### src/rtl/clock_mode_ctrl.sv
// clock_mode_ctrl: front-panel controller for a 4-digit time display.
//   Debounces three raw keys, sequences the stopwatch and time-of-day datapaths
//   (mode select, start/reset/increment pulses, set-field select), and muxes the
//   two BCD digit buses onto Hex_0..Hex_3, blinking the field being set.
//
// Ports
//   clk, rst         system clock, synchronous active-high reset
//   key_mode/a/b     raw bouncy keys, active high
//   sw_hex[15:0]     stopwatch digits {d3,d2,d1,d0}, BCD
//   clk_hex[15:0]    clock digits {H1,H0,M1,M0}, BCD
//   mod              0 = stopwatch mode, 1 = clock mode (incl. set states)
//   sw_start         1-cycle pulse: toggle stopwatch run
//   sw_reset         1-cycle pulse: clear stopwatch
//   set_inc          1-cycle pulse: increment the field selected by set_field
//   set_field[1:0]   00 none, 10 hours, 01 minutes
//   Hex_0..Hex_3     displayed digits, 4'hF = blank
//
// Build option: define CLK_AUTO_EXIT_EN to leave the set states back to the
// clock view after AUTO_EXIT_S seconds without any key event.
module clock_mode_ctrl #(
  parameter int unsigned IN_CLK_HZ   = 50_000_000,
  parameter int unsigned DEBOUNCE_MS = 10,
  parameter int unsigned BLINK_HZ    = 2,
  parameter int unsigned AUTO_EXIT_S = 10
) (
  input  logic        clk,
  input  logic        rst,
  input  logic        key_mode,
  input  logic        key_a,
  input  logic        key_b,
  input  logic [15:0] sw_hex,
  input  logic [15:0] clk_hex,
  output logic        mod,
  output logic        sw_start,
  output logic        sw_reset,
  output logic        set_inc,
  output logic [1:0]  set_field,
  output logic [3:0]  Hex_0,
  output logic [3:0]  Hex_1,
  output logic [3:0]  Hex_2,
  output logic [3:0]  Hex_3
);

  localparam int unsigned DbCyc = IN_CLK_HZ / 1000 * DEBOUNCE_MS;
  localparam int unsigned Hp    = IN_CLK_HZ / (2 * BLINK_HZ);
  localparam int unsigned DbW   = $clog2(DbCyc + 1);
  localparam int unsigned HpW   = $clog2(Hp + 1);

  // Key index within the packed key vectors.
  localparam int unsigned KMode = 0;
  localparam int unsigned KA    = 1;
  localparam int unsigned KB    = 2;

  typedef enum logic [1:0] {StWatch, StClock, StSetHh, StSetMm} state_e;

  // ---------------------------------------------------------------------------
  // Debounce
  // ---------------------------------------------------------------------------
  logic [2:0]     key_raw;
  logic [2:0]     sync1_q, sync2_q;
  logic [2:0]     level_q, level_d;
  logic [DbW-1:0] db_cnt_q [3];
  logic [DbW-1:0] db_cnt_d [3];
  logic [2:0]     key_ev;

  assign key_raw = {key_b, key_a, key_mode};

  // The event fires in the cycle the accepted level rises, so the FSM reacts on
  // the same edge that updates level_q.
  always_comb begin
    level_d = level_q;
    key_ev  = '0;
    for (int k = 0; k < 3; k++) begin
      db_cnt_d[k] = '0;
      if (sync2_q[k] != level_q[k]) begin
        if (db_cnt_q[k] == DbW'(DbCyc - 1)) begin
          level_d[k] = sync2_q[k];
          key_ev[k]  = sync2_q[k];
        end else begin
          db_cnt_d[k] = db_cnt_q[k] + DbW'(1);
        end
      end
    end
  end

  // ---------------------------------------------------------------------------
  // Mode FSM, blink and display next state
  // ---------------------------------------------------------------------------
  state_e         state_q, state_d;
  logic           mod_q, mod_d;
  logic           sw_start_q, sw_start_d;
  logic           sw_reset_q, sw_reset_d;
  logic           set_inc_q, set_inc_d;
  logic [1:0]     set_field_q, set_field_d;
  logic [HpW-1:0] blink_cnt_q, blink_cnt_d;
  logic           blink_off_q, blink_off_d;
  logic [15:0]    hex_q, hex_d;
  logic           idle_timeout;
  logic           in_set_d;

  always_comb begin
    state_d    = state_q;
    sw_start_d = 1'b0;
    sw_reset_d = 1'b0;
    set_inc_d  = 1'b0;

    // mode beats b beats a; losers are dropped, not queued
    if (key_ev[KMode]) begin
      case (state_q)
        StWatch: state_d = StClock;
        StClock: state_d = StSetHh;
        StSetHh: state_d = StSetMm;
        default: state_d = StWatch;
      endcase
    end else if (key_ev[KB]) begin
      case (state_q)
        StWatch: sw_reset_d = 1'b1;
        StSetHh: state_d    = StSetMm;
        StSetMm: state_d    = StClock;
        default: ;
      endcase
    end else if (key_ev[KA]) begin
      case (state_q)
        StWatch:          sw_start_d = 1'b1;
        StSetHh, StSetMm: set_inc_d  = 1'b1;
        default: ;
      endcase
    end else if (idle_timeout) begin
      state_d = StClock;
    end

    in_set_d = (state_d == StSetHh) || (state_d == StSetMm);

    // Blink restarts visible on entering a set state and after every increment.
    blink_cnt_d = blink_cnt_q;
    blink_off_d = blink_off_q;
    if (!in_set_d || (state_d != state_q) || set_inc_d) begin
      blink_cnt_d = '0;
      blink_off_d = 1'b0;
    end else if (blink_cnt_q == HpW'(Hp - 1)) begin
      blink_cnt_d = '0;
      blink_off_d = ~blink_off_q;
    end else begin
      blink_cnt_d = blink_cnt_q + HpW'(1);
    end

    mod_d = (state_d != StWatch);
    case (state_d)
      StSetHh: set_field_d = 2'b10;
      StSetMm: set_field_d = 2'b01;
      default: set_field_d = 2'b00;
    endcase

    hex_d = (state_d == StWatch) ? sw_hex : clk_hex;
    if (blink_off_d && (state_d == StSetHh)) hex_d[15:8] = 8'hFF;
    if (blink_off_d && (state_d == StSetMm)) hex_d[7:0]  = 8'hFF;
  end

  always_ff @(posedge clk) begin
    if (rst) begin
      sync1_q     <= '0;
      sync2_q     <= '0;
      level_q     <= '0;
      for (int k = 0; k < 3; k++) db_cnt_q[k] <= '0;
      state_q     <= StWatch;
      mod_q       <= 1'b0;
      sw_start_q  <= 1'b0;
      sw_reset_q  <= 1'b0;
      set_inc_q   <= 1'b0;
      set_field_q <= 2'b00;
      blink_cnt_q <= '0;
      blink_off_q <= 1'b0;
      hex_q       <= '0;
    end else begin
      sync1_q     <= key_raw;
      sync2_q     <= sync1_q;
      level_q     <= level_d;
      for (int k = 0; k < 3; k++) db_cnt_q[k] <= db_cnt_d[k];
      state_q     <= state_d;
      mod_q       <= mod_d;
      sw_start_q  <= sw_start_d;
      sw_reset_q  <= sw_reset_d;
      set_inc_q   <= set_inc_d;
      set_field_q <= set_field_d;
      blink_cnt_q <= blink_cnt_d;
      blink_off_q <= blink_off_d;
      hex_q       <= hex_d;
    end
  end

  // ---------------------------------------------------------------------------
  // Idle timeout in set states
  // ---------------------------------------------------------------------------
`ifdef CLK_AUTO_EXIT_EN
  localparam int unsigned IdleCyc = AUTO_EXIT_S * IN_CLK_HZ;

  logic [31:0] idle_q, idle_d;
  logic        in_set_q;

  assign in_set_q     = (state_q == StSetHh) || (state_q == StSetMm);
  assign idle_timeout = in_set_q && (idle_q == IdleCyc - 1);

  always_comb begin
    idle_d = '0;
    if (in_set_q && (key_ev == '0) && (state_d == state_q)) idle_d = idle_q + 32'd1;
  end

  always_ff @(posedge clk) begin
    if (rst) idle_q <= '0;
    else     idle_q <= idle_d;
  end
`else
  assign idle_timeout = 1'b0;

  // AUTO_EXIT_S only matters when the timeout is built in.
  logic unused_auto_exit;
  assign unused_auto_exit = ^AUTO_EXIT_S;
`endif

  assign mod       = mod_q;
  assign sw_start  = sw_start_q;
  assign sw_reset  = sw_reset_q;
  assign set_inc   = set_inc_q;
  assign set_field = set_field_q;
  assign Hex_3     = hex_q[15:12];
  assign Hex_2     = hex_q[11:8];
  assign Hex_1     = hex_q[7:4];
  assign Hex_0     = hex_q[3:0];

endmodule

### config.mk
export PLATFORM = sky130hd
export DESIGN_NAME = clock_mode_ctrl
export DESIGN_NICKNAME = d
export VERILOG_FILES = /design/src/rtl/clock_mode_ctrl.sv
export SDC_FILE = /design/constraint.sdc
export NUM_CORES = 1
export LEC_CHECK = 0
export BUFFER_PORTS_ARGS = -buffer_cell sky130_fd_sc_hd__buf_2
export CAP_MARGIN = 20
export CORE_MARGIN = 3
export CORE_UTILIZATION = 55
export CTS_CLUSTER_DIAMETER = 100
export DETAILED_ROUTE_END_ITERATION = 10
export PLACE_DENSITY = 0.85
export SLEW_MARGIN = 10
export SYNTH_ARGS = -nofsm -noshare
export SYNTH_HDL_FRONTEND = slang
export SYNTH_SLANG_ARGS = --single-unit
### constraint.sdc
create_clock -name clk -period 5.5 [get_ports clk]
set_clock_uncertainty 0.1 [all_clocks]
set_input_delay 1.1 -clock clk [delete_from_list [all_inputs] [get_ports clk]]
set_output_delay 1.1 -clock clk [all_outputs]
set_load 0.01 [all_outputs]
# == After elaboration in Yosys (flattened, before gate mapping) ==
# Memories as Yosys holds them, arrays and structs flattened.
# Index checks and enable logic that the tools add are counted.
# totals
ff_bits,58
mem_bits_rw,57
output_inout_bits,22
mem_count,1
# mem_list
name,depth,word_bits,read_ports,rd_ports_with_merged_regs,write_ports,line_no,source
db_cnt_q,3,19,3,0,3,62,logic [DbW-1:0] db_cnt_q [3];
# classes
add_sub_neg,4
n_eq_ne,13
mux,33
bitwise_logic,6
reduce_logical,16
# op_table
op,n
$mux W19,9
$add A19 B1 Y19 const B,3
$eq A19 B19 Y1 const B,3
$add A24 B1 Y24 const B,1
$eq A24 B24 Y1 const B,1
$mux W1,16
$mux W16,1
$mux W8,2
$eq A2 B2 Y1 const B,4
$pmux W2 S2,2
$pmux W2 S3,1
$reduce_and A2 Y1,3
$reduce_or A3 Y1,2
$logic_not A2 Y1,2
$mux W2,2
$reduce_or A4 Y1,1
$logic_or A1 B1 Y1,3
$ne A1 B1 Y1,3
$not A1 Y1,3
$or A1 B1 Y1,3
$eq A2 B1 Y1 const B,1
$logic_and A1 B1 Y1,2
$ne A2 B2 Y1,1
$reduce_bool A2 Y1,1
other kinds (2),2

# == Logic depth before layout (Yosys ltp) ==
# Gate-level depths: netlist of run 1.
# An unclocked memory read counts as a cell.
# logic_depth
depth_word,14
mapped_depth,9
mapped_depth_nobuf,8

# == Worst setup path before layout of run 1 ==
# Ideal clock, no wire load.
# synth_timing
path_type,register to register
from,mem db_cnt_q[0][0] (netlist bit)
to,reg hex_q[5]
setup_ns,0.132
t_arrival_ns,2.165
required_time_ns,5.268
setup_slack_ns,3.103
path_stages_with_launch,10
path_buffers,1
synth_period_minus_slack_ns,2.397
cell_sequence,dfxtp_1 -> ha_1 -> nand4_1 -> or4_1 -> or3_1 -> o21ai_2 -> nand3_4 -> buf_4 -> mux2i_1 -> a21oi_1
# synth_rtl
item,line_no,source
"start, declared",62,
"end signal, assigned",173,hex_q <= '0;
"end signal, assigned",187,hex_q <= hex_d;
"end, declared",97,"logic [15:0] hex_q, hex_d;"

==> impl_results.md, run 1 <==
* TritonRoute pass-1 iters at 4
* Setup_tns at 0 ps
* Cell family with most CP delay: simple AND/OR/NAND/NOR gates
* Synth area leader: dfxtp_1
* Number of flops mapped to enable cells by yosys at 0
* GRT Total Usage at 21.74%
* Post-Route WL at 10570 µm
* Root Driver: clkbuf_8
* ANT cells at 0
* Worst Hold Class: reg2reg
* Standard-cell rows at 33
* Clk_lat worst skew at 520 ps
* Yosys warns at 0
* Average wire per standard cell at 14.79 µm
* Synth area leaders: dfxtp_1 47%, xor2_1 8.0%, nor2_1 6.2%
* Final hold vios at 0
* CP max-delay cell: nand3_1
* Cell count after synthesis at 537
* CP required at 5820 ps
* Vias at 3918
* Antenna viol nets, final at 0
* Chip Height at 100.7 µm
* Max IR drop VDD at 0.1765 mV
* HPWL after detailed placement at 7192 µm
* Mapped cell area at 4931 µm²
* Most frequent cell after synthesis: dfxtp_1
* Pwr/cell area at 330.2 nW/µm²
* Synth top cells by count: 115 x dfxtp_1, 82 x nor2_1, 45 x xor2_1
* Vias in the first global route at 3837
* Post-synth net total at 582
* CTS sink cnt at 115
* Max-cap violations at 0
* CTS buffer count at 17
* Share of cells above drive strength 1 at 16.72%
* RSZ-0062 raised after global routing: false
* Crit share post-route at 55.69%
* Initial Util at 58.26%
* Hold_buf cts at 0
* Endpoints failing setup at 0
* Worst slew pin tran at 936.2 ps
* Worst path max stage delay at 650 ps
* Total grt overflow at 0
* Most used DFF post-synth: dfxtp_1
* Starting DRT DRC Count at 165
* Final GP Congestion at 0.8463
* Crit start category: flip-flop
* Largest net degree at the start of global routing at 37
* Sequential area share after synthesis at 46.69%
* H-Tree Depth at 4
* Core ar. at 8464 µm²
* Top-area cell type share of the netlist area at 46.69%
* Worst-path cell chain: ha_1 -> nand4_1 -> or4_1 -> or2_1 -> o21ai_4 -> a21o_1 -> nand3_1 -> nor3_1
* Crit Path Class: reg2reg
* Slew Viols, Final at 0
* Max Freq at 0.3265 GHz
* Die Area at 10140 µm²
* WP data arrival at 3380 ps
* Clk slew on worst S/H paths at 60 ps
* Vias/cell at 5.480
* Buf/Inv on CP at 0
* Residual DRC count at 0
* Post-CTS resize count at 0
* Die span in x at 100.7 µm
* Nets at 642
* I/O pin cnt at 59
* First-pass GRT wire length at 17440 µm
* Setup bufs post-CTS at 0
* Area growth, synth to finish at 18.62%
* Crit path max fanout at 25
* CTS tree: built
* FF+latch count, synth at 115
* # port buffers at 58
* Worst setup EP type: flip-flop
* Synthesized area per cell at 9.182 µm²
* Synth async-reset ratio at 0%
* Crit path time final at 3063 ps
* CTS Buffer Depth at 2
* P_leak at 2.072 nW
* Synth cell types at 44
* Final core utilization at 69.11%
* Status: complete, no violations
* Slew margin rel. at 37.41%
* Initial antenna violation count at 0
==> per-layer routing <==
metal | routed length [µm] | up-vias | part of all wire [%] | GRT usage [%]
li1 | - | 1961 | - | -
met1 | 4410 | 1851 | 42 | 25.38
met2 | 5483 | 78 | 52 | 36.76
met3 | 432 | 28 | 4.1 | 6.644
met4 | 245 | 0 | 2.3 | 9.326
met5 | 0 | - | 0 | 0
==> worst register-to-register path, delay by kind of cell, from the launching register on <==
kind | cells | cell delay (ps)
simple gates | 5 | 1980
flops | 1 | 370
compound gates | 2 | 300
fa+ha+maj | 1 | 230
==> where the power goes <==
group	internal (mW)	switching, mW	leakage (nW)
Clock	0.646	0.399	0.270
Sequential	0.843	0.00292	0.932
Combinational	0.0194	0.0224	0.870
==> sequential cells by signal, summed over array words and instances, names as in the netlist, 2 cells and up <==
register,cells
sync2_q,3
level_q,3
blink_cnt_q,24
db_cnt_q,57
state_q,2
hex_q,16
sync1_q,3
set_field,2
==> kinds of logic (layout without fill, tap and decap cells) <==
group	after synthesis	after routing	synth area share [%]
AOI/OAI and AO/OA	31	31	4.035
xor gates and xnor gates	75	75	13.32
adders and majority gates	8	8	2.030
buffers and inverters	28	101	2.436
DFF	115	115	46.69
muxes	18	18	3.654
and+or+nand+nor	262	262	27.84
==> layout make-up <==
| cell class | instances | area (µm²) |
|---|---|---|
| fillers | 591 | 2615 |
| multi-input cells | 394 | 2509 |
| flip-flops and latches | 115 | 2302 |
| clock buffers | 17 | 414.1 |
| repair buffers | 58 | 290.3 |
| clock inverters | 15 | 161.4 |
| well taps | 105 | 131.4 |
| inverters | 11 | 41.29 |
==> placed cells by master (no fill, tap or decap), drive strengths merged <==
cell type	instances
buf	58
or4	3
o2111ai	1
or2	2
nand4	19
a21o	1
a21oi	20
and3	14
nor4	6
nor2b	11
xnor2	30
clkbuf	17
nand3	36
dfxtp	115
mux2i	18
nor2	83
o21ai	5
nor4bb	3
nand4b	1
xor2	45
o31ai	1
and2	2
bufinv	2
o32ai	1
ha	8
clkinv	8
nand2b	4
nand4bb	1
nand2	30
nor3	33
and4	2
inv	12
or3	5
clkinvlp	4
nor4b	7
o21a	2
==> stage by stage <==
stage / hold slack (ps) / instance area [µm²] / power, mW / std cells / setup WS [ps]
finish: 336.5 / 5849 / 1.932 / 715 / 2437
global route: 360.4 / 5849 / 1.992 / 715 / 2197
CTS: 340.4 / 5849 / 1.938 / 715 / 2417
detailed placement: 327.6 / 5274 / 0.9045 / 683 / 2486
global placement: 319.5 / 5274 / 0.9024 / 683 / 2676
floorplan: 313.8 / 4931 / 0.8817 / 537 / 3103
==> final timing paths <==
kind	start	endpoint	slack (ps)	cells past startpoint
setup / recovery	db_cnt_q[0][0]	blink_cnt_q[20]	2440	8
hold / removal	sync1_q[2]	sync2_q[2]	340	1
setup reg to reg	db_cnt_q[0][0]	blink_cnt_q[20]	2440	8
hold reg to reg	sync1_q[2]	sync2_q[2]	340	1
(Power assumes the default switching activity.)
==> inputs of run 2 (changes only) <==
Settings changed: CORE_UTILIZATION 55 to 52, PLACE_DENSITY 0.85 to 0.84.
Clock period 5.5 ns to 2.6 ns, I/O delays scaled along.
==> impl_results.md, run 2 (same netlist as run 1, synthesis figures left out) <==
* Status: complete, no violations
* Share of cells above drive strength 1 at 21.38%
* Average wire per standard cell at 14.93 µm
* Initial Util at 54.93%
* GRT Total Usage at 20.83%
* Initial antenna violation count at 0
* ANT cells at 0
* Root Driver: clkbuf_8
* Most frequent cells in the layout: 114 x dfxtp_1, 82 x nor2_1, 58 x buf_2, 44 x xor2_1, 34 x nand3_1
* Nets at 655
* Antenna viol nets, final at 0
* Crit start category: flip-flop
* Vias at 4036
* Area growth, synth to finish at 23.40%
* Starting DRT DRC Count at 141
* Core ar. at 8976 µm²
* RR Startpoint: db_cnt_q[0][0]
* Endpoints failing setup at 0
* Slew margin rel. at 51.86%
* HPWL after detailed placement at 7085 µm
* CP max-delay cell: or4_4
* Hold_sp: key_mode
* I/O pin cnt at 59
* CP required at 2950 ps
* Final GP Congestion at 0.8486
* Crit Path Class: reg2reg
* Max Freq at 0.3959 GHz
* Crit path max fanout at 8
* Final WS setup at 73.96 ps
* CTS tree: built
* First-pass GRT wire length at 17460 µm
* Clk slew on worst S/H paths at 50 ps
* Largest registers: db_cnt_q x57, blink_cnt_q x24, hex_q x16
* # port buffers at 58
* CTS buffer count at 17
* Worst path max stage delay at 570 ps
* Pwr/cell area at 644.9 nW/µm²
* Slew Viols, Final at 0
* Largest net degree at the start of global routing at 37
* Max-cap violations at 0
* CTS Buffer Depth at 2
* Pre-CTS WS at -25.40 ps
* Worst-path cell chain: ha_2 -> nand4_1 -> or3_4 -> nor2_4 -> o31ai_1 -> nand2b_4 -> or4_4 -> a21oi_2
* Chip Height at 103.4 µm
* Post-Route WL at 11170 µm
* Residual DRC count at 0
* R2r setup slk at 70 ps
* Final hold vios at 0
* Crit path time final at 2526 ps
* Post-Layout Cell Count at 748
* Buf/Inv on CP at 0
* Max IR drop VDD at 0.5969 mV
* Die Area at 10690 µm²
* Biggest register: db_cnt_q
* H-Tree Depth at 4
* Setup_tns at 0 ps
* DP Cell Count at 711
* Total grt overflow at 0
* TritonRoute pass-1 iters at 5
* Worst Hold Class: in2reg
* P_leak at 2.160 nW
* Clk_lat worst skew at 530 ps
* Largest register FFs at 57
* Worst setup EP type: flip-flop
* Standard-cell rows at 34
* Cell family with most CP delay: simple AND/OR/NAND/NOR gates
* Crit share post-route at 97.16%
* Critical Path Source: db_cnt_q[0][0]
* Vias/cell at 5.396
* Worst slew pin tran at 722.2 ps
* Vias in the first global route at 4006
* Most common cell after layout, fill and taps aside: dfxtp_1
* Die span in x at 103.4 µm
* Fillers at 660
* WP data arrival at 2870 ps
* CTS sink cnt at 115
run 2: worst register-to-register path: cells and delay by family (launching register included):
| kind | cells | cell delay, ps |
|---|---|---|
| compound gates | 2 | 310 |
| fa+ha+maj | 1 | 210 |
| flops | 1 | 350 |
| simple gates | 5 | 1510 |
run 2: cell type report:
cell class	instances	area, µm²	share of cell area, %
multi-input cells	394	2641	43.41
inverters	11	41.29	0.6786
clock inverters	4	22.52	0.3701
clock buffers	27	501.7	8.246
flip-flops and latches	115	2303	37.86
repair buffers	71	416.7	6.848
well taps	126	157.7	2.591
run 2: final timing paths:
check / cells after the start / endpoint
setup / recovery: 8 / hex_q[9]
setup reg to reg: 8 / hex_q[9]
hold reg to reg: 1 / sync2_q[0]
hold / removal: 2 / sync1_q[0]
run 2: metrics by stage:
step | cell area (µm²) | util [%] | hold WS [ps] | power (mW)
6_report | 6085 | 67.79 | 112.2 | 3.924
5_1_grt | 6085 | 67.79 | 118.9 | 4.042
4_1_cts | 5921 | 65.96 | 102.3 | 3.924
3_5_place_dp | 5365 | 59.77 | 331.0 | 1.914
3_3_place_gp | 5365 | 59.77 | 319.3 | 1.910
2_1_floorplan | 4931 | - | 313.8 | 1.865
run 2: per-layer routing:
layer / part of all wire (%) / track usage, % / vias up / wire [µm]
met5: 0 / 0 / - / 0
met4: 2.2 / 10.06 / 0 / 248
met3: 3.6 / 6.372 / 24 / 399
met2: 52 / 34.95 / 72 / 5831
met1: 42 / 24.15 / 1948 / 4690
li1: - / - / 1992 / -
run 2: timing repair:
item / 4_1_cts / 5_1_grt
buffers inserted: 2 / 4
hold buffers: 0 / 0
pin swaps: 1 / 5
resized for setup: 1 / 27
setup endpoints to repair: 14 / 32
run 2: report_power, final:
group          internal, mW  switching, mW  leakage, nW
sequential             1.78        0.00736        0.932
combinational        0.0455         0.0521        0.970
clock                  1.28          0.750        0.258
total                  3.11          0.810         2.16
==> inputs of run 3 (changes only) <==
Settings changed: RECOVER_POWER set to 25.
==> impl_results.md, run 3 (same netlist as run 1, synthesis figures left out) <==
* Most frequent cells in the layout: 114 x dfxtp_1, 82 x nor2_1, 44 x xor2_1, 36 x buf_2, 34 x nand3_1
* Slew Viols, Final at 0
* Most common cell after layout, fill and taps aside: dfxtp_1
* Worst-path cell chain: ha_2 -> nand4_1 -> or3_4 -> nor2_4 -> o31ai_1 -> nand2b_4 -> or4_4 -> a21oi_2
* First-pass GRT wire length at 17460 µm
* Max Freq at 0.3951 GHz
* Starting DRT DRC Count at 133
* Endpoints failing setup at 0
* Hold depth at 2
* Crit share post-route at 97.34%
* Int Power at 3.111 mW
* HPWL after detailed placement at 7085 µm
* Final WS setup at 69.14 ps
* # port buffers at 58
* Reg power frac at 45.7%
* Final core utilization at 67.48%
* Die Area at 10690 µm²
* CTS sink cnt at 115
* Standard-cell rows at 34
* Sw Ratio at 20.61%
* I/O pin cnt at 59
* Placed cell area at 5365 µm²
* Area growth, synth to finish at 22.84%
* Root Driver: clkbuf_8
* Hold slack at 114.8 ps
* Worst-case reg-to-reg path depth at 8
* Residual DRC count at 0
* Pre-CTS WS at -25.40 ps
* Vias in the first global route at 4006
* Final Instance Area at 6057 µm²
* Initial Util at 54.93%
* GRT Total Usage at 20.83%
* DP Cell Count at 711
* CTS tree: built
* Worst Hold Class: in2reg
* Nets at 655
* Final hold vios at 0
* Crit path time final at 2531 ps
* P_leak at 2.076 nW
* Average wire per standard cell at 14.97 µm
* Share of cells above drive strength 1 at 17.85%
* R2r setup slk at 70 ps
* Hold_buf cts at 0
* H-Tree Depth at 4
* CTS buffer count at 17
* Biggest register: db_cnt_q
* TritonRoute pass-1 iters at 4
* Core ar. at 8976 µm²
* Clk network pwr share at 51.9%
* Worst Hold End: sync1_q[0]
* Hold_sp: key_mode
* Clk_lat worst skew at 520 ps
* Initial antenna violation count at 0
* Largest registers: db_cnt_q x57, blink_cnt_q x24, hex_q x16
* Die span in x at 103.4 µm
* Fillers at 673
* Seq. cell area at 2303 µm²
* Slew margin rel. at 51.01%
* RR Startpoint: db_cnt_q[0][0]
* Pwr/cell area at 646.9 nW/µm²
* R2R Path End: hex_q[9]
* Largest register FFs at 57
* Post-Layout Cell Count at 748
* Largest net degree at the start of global routing at 37
* Multi-input gate area at 2641 µm²
* Chip Height at 103.4 µm
* CP max-delay cell: or4_4
* ANT cells at 0
* Post-Route WL at 11200 µm
* Max-cap violations at 0
* Worst slew pin tran at 734.9 ps
* Sw Pwr at 0.8075 mW
* Status: complete, no violations
* CP required at 2940 ps
* Vias/cell at 5.414
* Vias at 4050
* Clk slew on worst S/H paths at 50 ps
* Antenna viol nets, final at 0
* Max IR drop VDD at 0.5949 mV
* WP data arrival at 2870 ps
* Crit Path Class: reg2reg
* Worst path max stage delay at 570 ps
* CTS Buffer Depth at 2
* Final GP Congestion at 0.8486
* Total grt overflow at 0
* Crit path max fanout at 8
* Worst setup EP type: flip-flop
* Crit start category: flip-flop
* Combinational power share at 2.4%
==> run 3: worst max path at each step <==
| stage | start | end | slack [ps] | cells after the start |
|---|---|---|---|---|
| 5_1_grt | db_cnt_q[0][0] | hex_q[9] | -30 | 8 |
| 2_1_floorplan | db_cnt_q[0][0] | hex_q[5] | 200 | 9 |
| 4_1_cts | db_cnt_q[0][38] | hex_q[11] | 40 | 8 |
| 3_5_place_dp | db_cnt_q[0][1] | hex_q[9] | -30 | 8 |
| 3_3_place_gp | db_cnt_q[0][38] | hex_q[15] | 70 | 8 |
| 6_report | db_cnt_q[0][0] | hex_q[9] | 70 | 8 |
==> run 3: critical path: cells and delay by family, from the launching register on <==
family | cells | cell delay, ps
DFF | 1 | 350
and+or+nand+nor | 5 | 1510
adders and majority gates | 1 | 210
AOI/OAI and AO/OA | 2 | 310
==> run 3: final cells by class <==
type / instances / share of cell area [%]
timing repair buffer: 71 / 6.424
multi-input combinational: 394 / 43.61
sequential: 115 / 38.03
tap: 126 / 2.603
inverter: 11 / 0.6817
clock inverter: 4 / 0.3718
clock buffer: 27 / 8.283
==> run 3: what timing repair did <==
action / CTS / global route
pin swaps: 1 / 5
setup endpoints to repair: 14 / 32
buffers inserted: 2 / 4
resized for setup: 1 / 27
==> run 3: stage by stage <==
step	total power, mW	setup TNS [ps]
2_1_floorplan	1.865	0
4_1_cts	3.924	0
5_1_grt	4.039	-170.3
3_5_place_dp	1.914	-29.82
3_3_place_gp	1.910	0
6_report	3.918	0
==> run 3: power groups by stage <==
stage | sequential, mW | clock, mW | combinational, mW
global route | 1.79 | 2.14 | 0.103
CTS | 1.79 | 2.04 | 0.0890
global placement | 1.83 | 0 | 0.0839
finish | 1.79 | 2.03 | 0.0942
detailed placement | 1.83 | 0 | 0.0866
floorplan | 1.83 | 0 | 0.0321
==> run 3: routing by layer <==
layer	part of all wire [%]	wire length (µm)	vias to the layer above	track usage, %
met5	0	0	-	0
met4	2.2	242	0	10.06
met3	3.5	394	28	6.372
met2	52	5820	77	34.95
met1	42	4739	1951	24.15
li1	-	-	1994	-
